File: config.mk
export PLATFORM = sky130hd
export DESIGN_NAME = tpu_job_sequencer
export DESIGN_NICKNAME = d
export VERILOG_FILES = /design/src/rtl/tpu_job_sequencer.sv
export SDC_FILE = /design/constraint.sdc
export NUM_CORES = 1
export LEC_CHECK = 0
export CAP_MARGIN = 30
export CORE_ASPECT_RATIO = 1.25
export CORE_MARGIN = 8
export CORE_UTILIZATION = 40
export CTS_BUF_LIST = sky130_fd_sc_hd__clkbuf_16
export CTS_CLUSTER_DIAMETER = 60
export DETAILED_ROUTE_END_ITERATION = 6
export PLACE_DENSITY = 0.78
export REMOVE_ABC_BUFFERS = 1
export SLEW_MARGIN = 25
export SYNTH_ARGS = -nofsm -noshare
export SYNTH_HDL_FRONTEND = slang
export SYNTH_SLANG_ARGS = --single-unit
File: constraint.sdc
create_clock -name clk -period 2.6 [get_ports clk]
set_input_delay 0.65 -clock clk [delete_from_list [all_inputs] [get_ports clk]]
set_output_delay 0.65 -clock clk [all_outputs]
set_load 0.005 [all_outputs]
File: src/rtl/tpu_job_sequencer.sv
// tpu_job_sequencer
// Host-side command engine in front of a tpuv1 core. One job does the following:
//   1. Streams DIM rows of A, then DIM rows of B, from the input stream into the core.
//   2. Optionally zeroes the C accumulators.
//   3. Fires the start command and waits out the fixed systolic latency.
//   4. Reads every C half-row back onto a valid/ready output stream.
//
// Stream handshakes: a word moves on a stream in a cycle where both valid and
// ready are high at the rising clock edge. A producer that raises valid keeps
// valid and data unchanged until that happens. The ready signal may change
// freely and never depends combinationally on valid.
//
// TPU bus: addr / r_w / wdata are registered. Any cycle that carries no command
// shows addr=0, r_w=0, wdata=0. Read data is combinational from addr.
module tpu_job_sequencer #(
   parameter int DIM            = 8,
   parameter int BITS_C         = 16,
   parameter int ADDRW          = 16,
   parameter int DATAW          = 64,
   parameter int COMPUTE_CYCLES = 26
) (
   input  logic             clk,
   input  logic             rst_n,
   input  logic             job_start,
   input  logic             clr_c,
   output logic             job_busy,
   output logic             job_done,
   input  logic             in_valid,
   output logic             in_ready,
   input  logic [DATAW-1:0] in_data,
   output logic             out_valid,
   input  logic             out_ready,
   output logic [DATAW-1:0] out_data,
   output logic [ADDRW-1:0] tpu_addr,
   output logic             tpu_r_w,
   output logic [DATAW-1:0] tpu_wdata,
   input  logic [DATAW-1:0] tpu_rdata
);

   // Counter widths. Every counter restarts from zero on each job, so none wraps.
   localparam int ROWW  = $clog2(DIM) + 1;
   localparam int IDXW  = $clog2(2 * DIM) + 1;
   localparam int WAITW = $clog2(COMPUTE_CYCLES) + 1;

   // tpuv1 address map
   localparam logic [ADDRW-1:0] A_BASE     = ADDRW'(16'h0100);
   localparam logic [ADDRW-1:0] B_BASE     = ADDRW'(16'h0200);
   localparam logic [ADDRW-1:0] C_BASE     = ADDRW'(16'h0300);
   localparam logic [ADDRW-1:0] START_ADDR = ADDRW'(16'h0400);

   // One C row is exactly two bus words. The drain needs the full systolic depth.
   if (DIM * BITS_C != 2 * DATAW) begin : g_bad_c_width
      $error("tpu_job_sequencer: DIM*BITS_C must equal 2*DATAW");
   end
   if (COMPUTE_CYCLES < 3 * DIM + 1) begin : g_bad_latency
      $error("tpu_job_sequencer: COMPUTE_CYCLES must be >= 3*DIM+1");
   end

   typedef enum logic [2:0] {
      S_IDLE   = 3'd0,
      S_LOAD_A = 3'd1,
      S_LOAD_B = 3'd2,
      S_CLR_C  = 3'd3,
      S_START  = 3'd4,
      S_WAIT   = 3'd5,
      S_READ_C = 3'd6,
      S_DONE   = 3'd7
   } state_t;

   state_t            state_q, state_d;
   logic [ROWW-1:0]   row_q, row_d;
   logic [IDXW-1:0]   idx_q, idx_d;
   logic [WAITW-1:0]  wait_q, wait_d;
   logic              clr_q, clr_d;
   logic              busy_q, busy_d;
   logic              done_q, done_d;
   logic              ov_q, ov_d;
   logic [DATAW-1:0]  od_q, od_d;
   logic [ADDRW-1:0]  addr_q, addr_d;
   logic              rw_q, rw_d;
   logic [DATAW-1:0]  wdata_q, wdata_d;

   logic              loading;
   logic              in_hs;
   logic              out_hs;
   logic              cap;
   logic              last_row;
   logic              last_idx;

   // Rows and C words sit 8 bytes apart; C row r half h is word slot 2r+h.
   function automatic logic [ADDRW-1:0] slot_addr(input logic [ADDRW-1:0] base,
                                                  input logic [ADDRW-1:0] slot);
      slot_addr = base + (slot << 3);
   endfunction

   // Input is accepted only while A or B is streaming in.
   // in_ready therefore falls in the cycle after the final B handshake.
   assign loading  = (state_q == S_LOAD_A) || (state_q == S_LOAD_B);
   assign in_hs    = loading && in_valid;
   assign out_hs   = ov_q && out_ready;
   // The output register can take a new C word when it is empty or draining this cycle.
   assign cap      = (state_q == S_READ_C) && (!ov_q || out_ready);
   assign last_row = (row_q == ROWW'(DIM - 1));
   assign last_idx = (idx_q == IDXW'(2 * DIM - 1));

   // State register
   always_ff @(posedge clk or negedge rst_n) begin
      if (!rst_n) begin
         state_q <= S_IDLE;
      end else begin
         state_q <= state_d;
      end
   end

   // Next-state logic: job_start is looked at only in IDLE.
   always_comb begin
      state_d = state_q;
      case (state_q)
         S_IDLE:   if (job_start) state_d = S_LOAD_A;
         S_LOAD_A: if (in_hs && last_row) state_d = S_LOAD_B;
         S_LOAD_B: if (in_hs && last_row) state_d = clr_q ? S_CLR_C : S_START;
         S_CLR_C:  if (last_idx) state_d = S_START;
         S_START:  state_d = S_WAIT;
         S_WAIT:   if (wait_q == '0) state_d = S_READ_C;
         S_READ_C: if (cap && last_idx) state_d = S_DONE;
         S_DONE:   if (out_hs) state_d = S_IDLE;
         default:  state_d = S_IDLE;
      endcase
   end

   // Output/datapath logic: the next bus command, counters and the C output register.
   always_comb begin
      row_d   = row_q;
      idx_d   = idx_q;
      wait_d  = wait_q;
      clr_d   = clr_q;
      busy_d  = busy_q;
      done_d  = 1'b0;
      ov_d    = ov_q && !out_ready;
      od_d    = od_q;
      addr_d  = '0;
      rw_d    = 1'b0;
      wdata_d = '0;
      case (state_q)
         S_IDLE: begin
            if (job_start) begin
               clr_d  = clr_c;
               busy_d = 1'b1;
               row_d  = '0;
               idx_d  = '0;
            end
         end
         S_LOAD_A, S_LOAD_B: begin
            // One row write per accepted word. A gap in in_valid leaves the bus idle.
            if (in_hs) begin
               addr_d  = slot_addr((state_q == S_LOAD_A) ? A_BASE : B_BASE, ADDRW'(row_q));
               rw_d    = 1'b1;
               wdata_d = in_data;
               row_d   = last_row ? '0 : row_q + ROWW'(1);
            end
         end
         S_CLR_C: begin
            // Zero every C half-row back to back, in row-major order.
            addr_d = slot_addr(C_BASE, ADDRW'(idx_q));
            rw_d   = 1'b1;
            idx_d  = last_idx ? '0 : idx_q + IDXW'(1);
         end
         S_START: begin
            addr_d = START_ADDR;
            wait_d = WAITW'(COMPUTE_CYCLES);
         end
         S_WAIT: begin
            // Put the first C address on the bus as the wait ends.
            // Its read data is then already valid in the first READ_C cycle.
            if (wait_q == '0) begin
               addr_d = C_BASE;
            end else begin
               wait_d = wait_q - WAITW'(1);
            end
         end
         S_READ_C: begin
            if (cap) begin
               od_d = tpu_rdata;
               ov_d = 1'b1;
               if (last_idx) begin
                  idx_d = '0;
               end else begin
                  idx_d  = idx_q + IDXW'(1);
                  addr_d = slot_addr(C_BASE, ADDRW'(idx_q) + ADDRW'(1));
               end
            end else begin
               // Backpressure: keep presenting the same C address.
               addr_d = addr_q;
            end
         end
         S_DONE: begin
            if (out_hs) begin
               done_d = 1'b1;
               busy_d = 1'b0;
            end
         end
         default: begin
            busy_d = 1'b0;
         end
      endcase
   end

   // Datapath registers, all cleared by the asynchronous reset.
   always_ff @(posedge clk or negedge rst_n) begin
      if (!rst_n) begin
         row_q   <= '0;
         idx_q   <= '0;
         wait_q  <= '0;
         clr_q   <= 1'b0;
         busy_q  <= 1'b0;
         done_q  <= 1'b0;
         ov_q    <= 1'b0;
         od_q    <= '0;
         addr_q  <= '0;
         rw_q    <= 1'b0;
         wdata_q <= '0;
      end else begin
         row_q   <= row_d;
         idx_q   <= idx_d;
         wait_q  <= wait_d;
         clr_q   <= clr_d;
         busy_q  <= busy_d;
         done_q  <= done_d;
         ov_q    <= ov_d;
         od_q    <= od_d;
         addr_q  <= addr_d;
         rw_q    <= rw_d;
         wdata_q <= wdata_d;
      end
   end

   assign in_ready  = loading;
   assign job_busy  = busy_q;
   assign job_done  = done_q;
   assign out_valid = ov_q;
   assign out_data  = od_q;
   assign tpu_addr  = addr_q;
   assign tpu_r_w   = rw_q;
   assign tpu_wdata = wdata_q;

endmodule

==> After elaboration in Yosys (flattened, before gate mapping) <==
Index checks and enable logic that the tools add are counted.
{ "word_totals": {"regBits": 167, "input_bits": 134} }
{ "classes": {"addsub": 7, "eq_ne": 19, "muxes": 36, "n_reduce_logical": 24} }
{ "ops": {"columns": ["cell", "count"], "rows": [
  ["two-way mux 64 bit", 2],
  ["one-hot mux 16 bit (5 select lines)", 1],
  ["two-way mux 3 bit", 8],
  ["one-hot mux 3 bit (8 select lines)", 1],
  ["two-way mux 11 bit", 2],
  ["two-way mux 10 bit", 2],
  ["two-way mux 16 bit", 1],
  ["two-way mux 5 bit", 3],
  ["one-hot mux 5 bit (3 select lines)", 1],
  ["!= test 2 bit, second input constant", 7],
  ["== test 3 bit, second input constant", 4],
  ["two-way mux 4 bit", 3],
  ["one-hot mux 6 bit (2 select lines)", 1],
  ["adder 10 x 7 -> 11 bit", 1],
  ["adder 10 x 8 -> 11 bit, first input constant", 1],
  ["adder 10 x 9 -> 11 bit, first input constant", 1],
  ["AND reduction 3 bit", 3],
  ["one-hot mux 4 bit (2 select lines)", 1],
  ["two-way mux 1 bit", 7],
  ["AND reduction 7 bit", 1],
  ["adder 5 x 1 -> 6 bit, second input constant", 1],
  ["== test 3 x 2 -> 1 bit, second input constant", 2],
  ["logical AND 1 bit", 6],
  ["zero test 6 bit", 1],
  ["other kinds (16)", 25]
]} }

==> Longest topological paths before layout <==
{ "logic_depth": {"word_depth": 6, "ltp_mapped": 7, "depth_no_buf": 7} }

==> Least setup slack after synthesis <==
No wires, ideal clock.
{ "synth_timing": {"kind": "register to register", "from": "register wait_q[0]", "to": "register state_q[0]", "setup_time_ns": 0.123, "arrival_time_ns": 1.993, "setup_slack_ns": 0.484, "stages_incl_launch_ff": 8, "period_less_slack_ns": 2.116, "path_cell_list": "dfrtp_1 -> inv_1 -> ha_1 -> or4b_4 -> o211a_4 -> or4_4 -> o21ai_1 -> o21ai_1"} }
{ "synth_via": {"elab_chain_len": 3} }
{ "synth_rtl": {"columns": ["item", "line", "rtl"], "rows": [
  ["start: declaration", "73", "logic [WAITW-1:0] wait_q, wait_d;"],
  ["start signal: assignment", "225", "wait_q <= wait_d;"],
  ["zero test 6 bit", "124", "S_WAIT: if (wait_q == '0) state_d = S_READ_C;"],
  ["!= test 2 bit (no line)", null, null],
  ["AND reduction 7 bit (no line)", null, null],
  ["end signal: assignment", "111", "state_q <= state_d;"],
  ["end: declaration", "70", "state_t state_q, state_d;"]
]} }
No other way between the ends.
A chain may end at the register's enable or synchronous reset.

==> Final worst setup path <==
{ "layout_timing": {"from": "register state_q[0]", "to": "output in_ready"} }
{ "layout_via": {"elab_chain_len": 2, "word_cells_on_any_way": 3, "classes_between": "2 x eq/ne; 1 x reduce/logical"} }
{ "layout_rtl": {"columns": ["item", "line", "rtl"], "rows": [
  ["== test 3 x 1 -> 1 bit / == test 3 x 2 -> 1 bit (equally long branches)", "98", "assign loading = (state_q == S_LOAD_A) || (state_q == S_LOAD_B);"],
  ["logical OR 1 bit *", "98", null],
  ["end: declaration", "29", "output logic in_ready,"]
]} }
Every way passes the cells marked *; elsewhere a longest branch is shown, timed or not.

==> results.json <==
{
  "leakagePower_nw": 4.384,
  "netlist_instances": 488,
  "finalNetCount": 898,
  "crit_family": "buffers and inverters",
  "fin_cells": 984,
  "max-slew-margin-rel_pct": 64.26,
  "ys_top_cells_by_area": "dfrtp_1 (64%), mux2_2 (12%), and3_1 (6.7%)",
  "dp.cells": 953,
  "min_period_ns": 2.512,
  "critPathSlowestCell": "clkdlybuf4s50_1",
  "postLayoutCellArea_um2": 9748,
  "critPathCaptureType": "primary output",
  "post_cts_resized": 0,
  "gp_congestion": 0.8667,
  "synth_fa_ha_area_share_pct": 0.8003,
  "p_clk_share_pct": 26.8,
  "yosys-top-cells-count": "dfrtp_1 (159), and3_1 (67), mux2_2 (64), clkbuf_1 (26)",
  "die_area_um2": 19920,
  "ctsRootBufferMaster": "clkbuf_16",
  "fillers": 1232,
  "grt_pass1_vias": 5108,
  "hp-class": "in2async",
  "dr.pass1.iters": 4,
  "synth_top_family_by_area": "simple AND/OR/NAND/NOR gates",
  "critPathRequiredTime_ns": 1.95,
  "synth_cell_types": 48,
  "dp_hpwl_um": 14680,
  "synth_xor_area_share_pct": 1.120,
  "async_reset_ff_share_pct": 100.0,
  "yosys.area_share.simple_pct": 13.09,
  "rsz0062_at_grt": "no",
  "via_count": 4843,
  "combPwrFrac_pct": 32.9,
  "cts_tree": "built",
  "routedWlPerCell_um": 19.50,
  "cts.clk_slew.worst_paths_ns": 0.06,
  "cap_violations": 0,
  "grt_pass1_wl_um": 29060,
  "seq_area_frac_synth_pct": 63.63,
  "antenna_found_initial": 1,
  "yosysMostFrequentCell": "dfrtp_1",
  "synthMuxAreaShare_pct": 11.68,
  "cts_buffer_depth": 2,
  "hold_buffers": 0,
  "status": "finished clean",
  "totalWireLength_um": 19190,
  "post-cts-setup-buffers": 0,
  "die_w_um": 127.8,
  "grt_max_degree": 67,
  "die_h_um": 155.8,
  "netlist.area_leader.share_pct": 63.63,
  "drv_slew": 0,
  "powerDensity_nw_per_um2": 812.4,
  "crit_path_max_fanout": 3,
  "synth_compound_area_share_pct": 6.202,
  "grt_overflow": 0,
  "crit_type": "reg2out",
  "clk_latency_ns": 0.42,
  "viasPerCell": 4.922,
  "min_period_over_period_pct": 96.61,
  "crit_buf_inv": 1,
  "synth_edf_count": 0,
  "holdWs_ns": 0.07179,
  "p_seq_share_pct": 40.2,
  "syn_avg_cell_area_um2": 12.81,
  "cts_made_buffers": 17,
  "ys_seq_elements": 159,
  "p_sw_share_pct": 29.98,
  "drt.antenna.violating_nets": 0,
  "hold_viol_final": 0,
  "io_buffers": 274,
  "drt_iter0_drc": 227,
  "start_util_pct": 40.50,
  "cts.htree.levels": 4,
  "path_cells": "xor2_1, nor2b_4, clkdlybuf4s50_1",
  "synth_ff_type": "dfrtp_1",
  "drive_gt1_share_pct": 15.05,
  "synth_top_area_cell": "dfrtp_1",
  "area_growth_pct": 55.88,
  "setup_viol": 0,
  "grt_usage_pct": 19.05,
  "rows": 51,
  "start_kind": "flop",
  "dpl_cell_area_um2": 9243,
  "clock_skew_ns": 0.009666,
  "clock-sinks": 159,
  "yosys_warnings": 0,
  "netlist_area_um2": 6253,
  "p_int_mw": 5.545,
  "arrival_ns": 1.86,
  "ir_drop_mv": 0.6261,
  "ioPinCount": 283,
  "fmax_mhz": 398.1,
  "tightestPinTransition_ns": 0.5304,
  "core-area_um2": 15440,
  "drc": 0,
  "max_stage_delay_ns": 0.56,
  "switching_power_mw": 2.374
}
==> final timing paths <==
| path | start | endpoint | slack [ns] | cells past startpoint |
|---|---|---|---|---|
| max | state_q[0] | in_ready | 0.09 | 3 |
| min | rst_n | tpu_wdata[25] | 0.07 | 1 |
| max reg2reg | idx_q[0] | tpu_addr[9] | 0.38 | 6 |
| min reg2reg | tpu_addr[7] | tpu_addr[7] | 0.50 | 2 |
| max in group asynchronous | rst_n | clr_q | 1.87 | 2 |
| min in group clk | tpu_addr[7] | tpu_addr[7] | 0.50 | 2 |
==> area by class of cell <==
type	instances	area, µm²	share of cell area, %
Tap cell	212	265.3	2.721
Timing Repair Buffer	287	2874	29.48
Inverter	6	22.52	0.2310
Multi-Input combinational cell	289	2102	21.56
Sequential cell	159	3979	40.82
Clock buffer	17	425.4	4.364
Antenna cell	1	2.502	0.02567
Clock inverter	13	77.57	0.7958
==> state kept, by name (all words and copies together), names as in the netlist <==
name / count
out_data: 64
tpu_r_w: 1
clr_q: 1
wait_q: 6
job_busy: 1
out_valid: 1
row_q: 4
idx_q: 5
tpu_wdata: 64
state_q: 3
tpu_addr: 8
job_done: 1
==> power groups by stage <==
| stage | registers (mW) | logic, mW | clock network [mW] |
|---|---|---|---|
| 2_1_floorplan | 3.30 | 0.964 | 0 |
| 3_3_place_gp | 3.21 | 2.54 | 0 |
| 3_5_place_dp | 3.22 | 2.62 | 0 |
| 4_1_cts | 3.19 | 2.63 | 2.20 |
| 5_1_grt | 3.24 | 2.84 | 2.31 |
| 6_report | 3.18 | 2.61 | 2.13 |
==> cells in the final DEF (no fill, tap or decap), types with 2 or more instances in the layout <==
cell type and n:
a211oi_1 2, a21oi_1 8, a22o_1 7, a22oi_1 2
a31oi_1 3, a32oi_1 3, and2_1 2, and3_1 67
buf_12 3, buf_4 10, clkbuf_16 17, clkdlybuf4s50_1 272
clkinv_2 6, clkinvlp_4 3, conb_1 8, dfrtp_1 159
ha_1 4, inv_1 8, mux2_2 64, nand2_1 22
nand2b_1 5, nand3_1 4, nand3b_1 2, nor2_1 18
nor2b_1 4, nor3_1 8, o21ai_0 22, o21ai_1 2
o31ai_1 2, or2_2 2, xnor2_1 2, xor2_1 6
==> worst register-to-register path, stage by stage (launching register included) <==
cell      delay [ns]
dfrtp_1         0.46
ha_1            0.33
and4b_1         0.37
or2_2           0.34
o221ai_1        0.22
nand2_1         0.12
o31ai_1         0.29
==> per-layer routing <==
| layer | vias to the layer above | part of all wire (%) | global-route usage, % |
|---|---|---|---|
| met5 | - | 0 | 0 |
| met4 | 0 | 3.1 | 8.286 |
| met3 | 38 | 7.2 | 5.780 |
| met2 | 198 | 52 | 32.86 |
| met1 | 2364 | 38 | 21.27 |
| li1 | 2243 | - | - |
==> cells by family after synthesis <==
kind of cell / after synthesis
buffers and inverters: 47
xor gates and xnor gates: 8
and+or+nand+nor: 145
muxes: 65
AOI/OAI and AO/OA: 59
DFF: 159
adders and majority gates: 4
other: 1
==> metrics by stage <==
step	setup TNS [ns]	power [mW]	setup WS, ns	util, %
3_3_place_gp	0	5.750	0.1169	59.85
6_report	0	7.919	0.08808	63.13
2_1_floorplan	-134.84	4.261	-2.324	-
3_5_place_dp	0	5.840	0.1581	59.85
5_1_grt	0	8.386	0.006900	63.13
4_1_cts	0	8.022	0.04969	63.11
(Power assumes the default switching activity.)
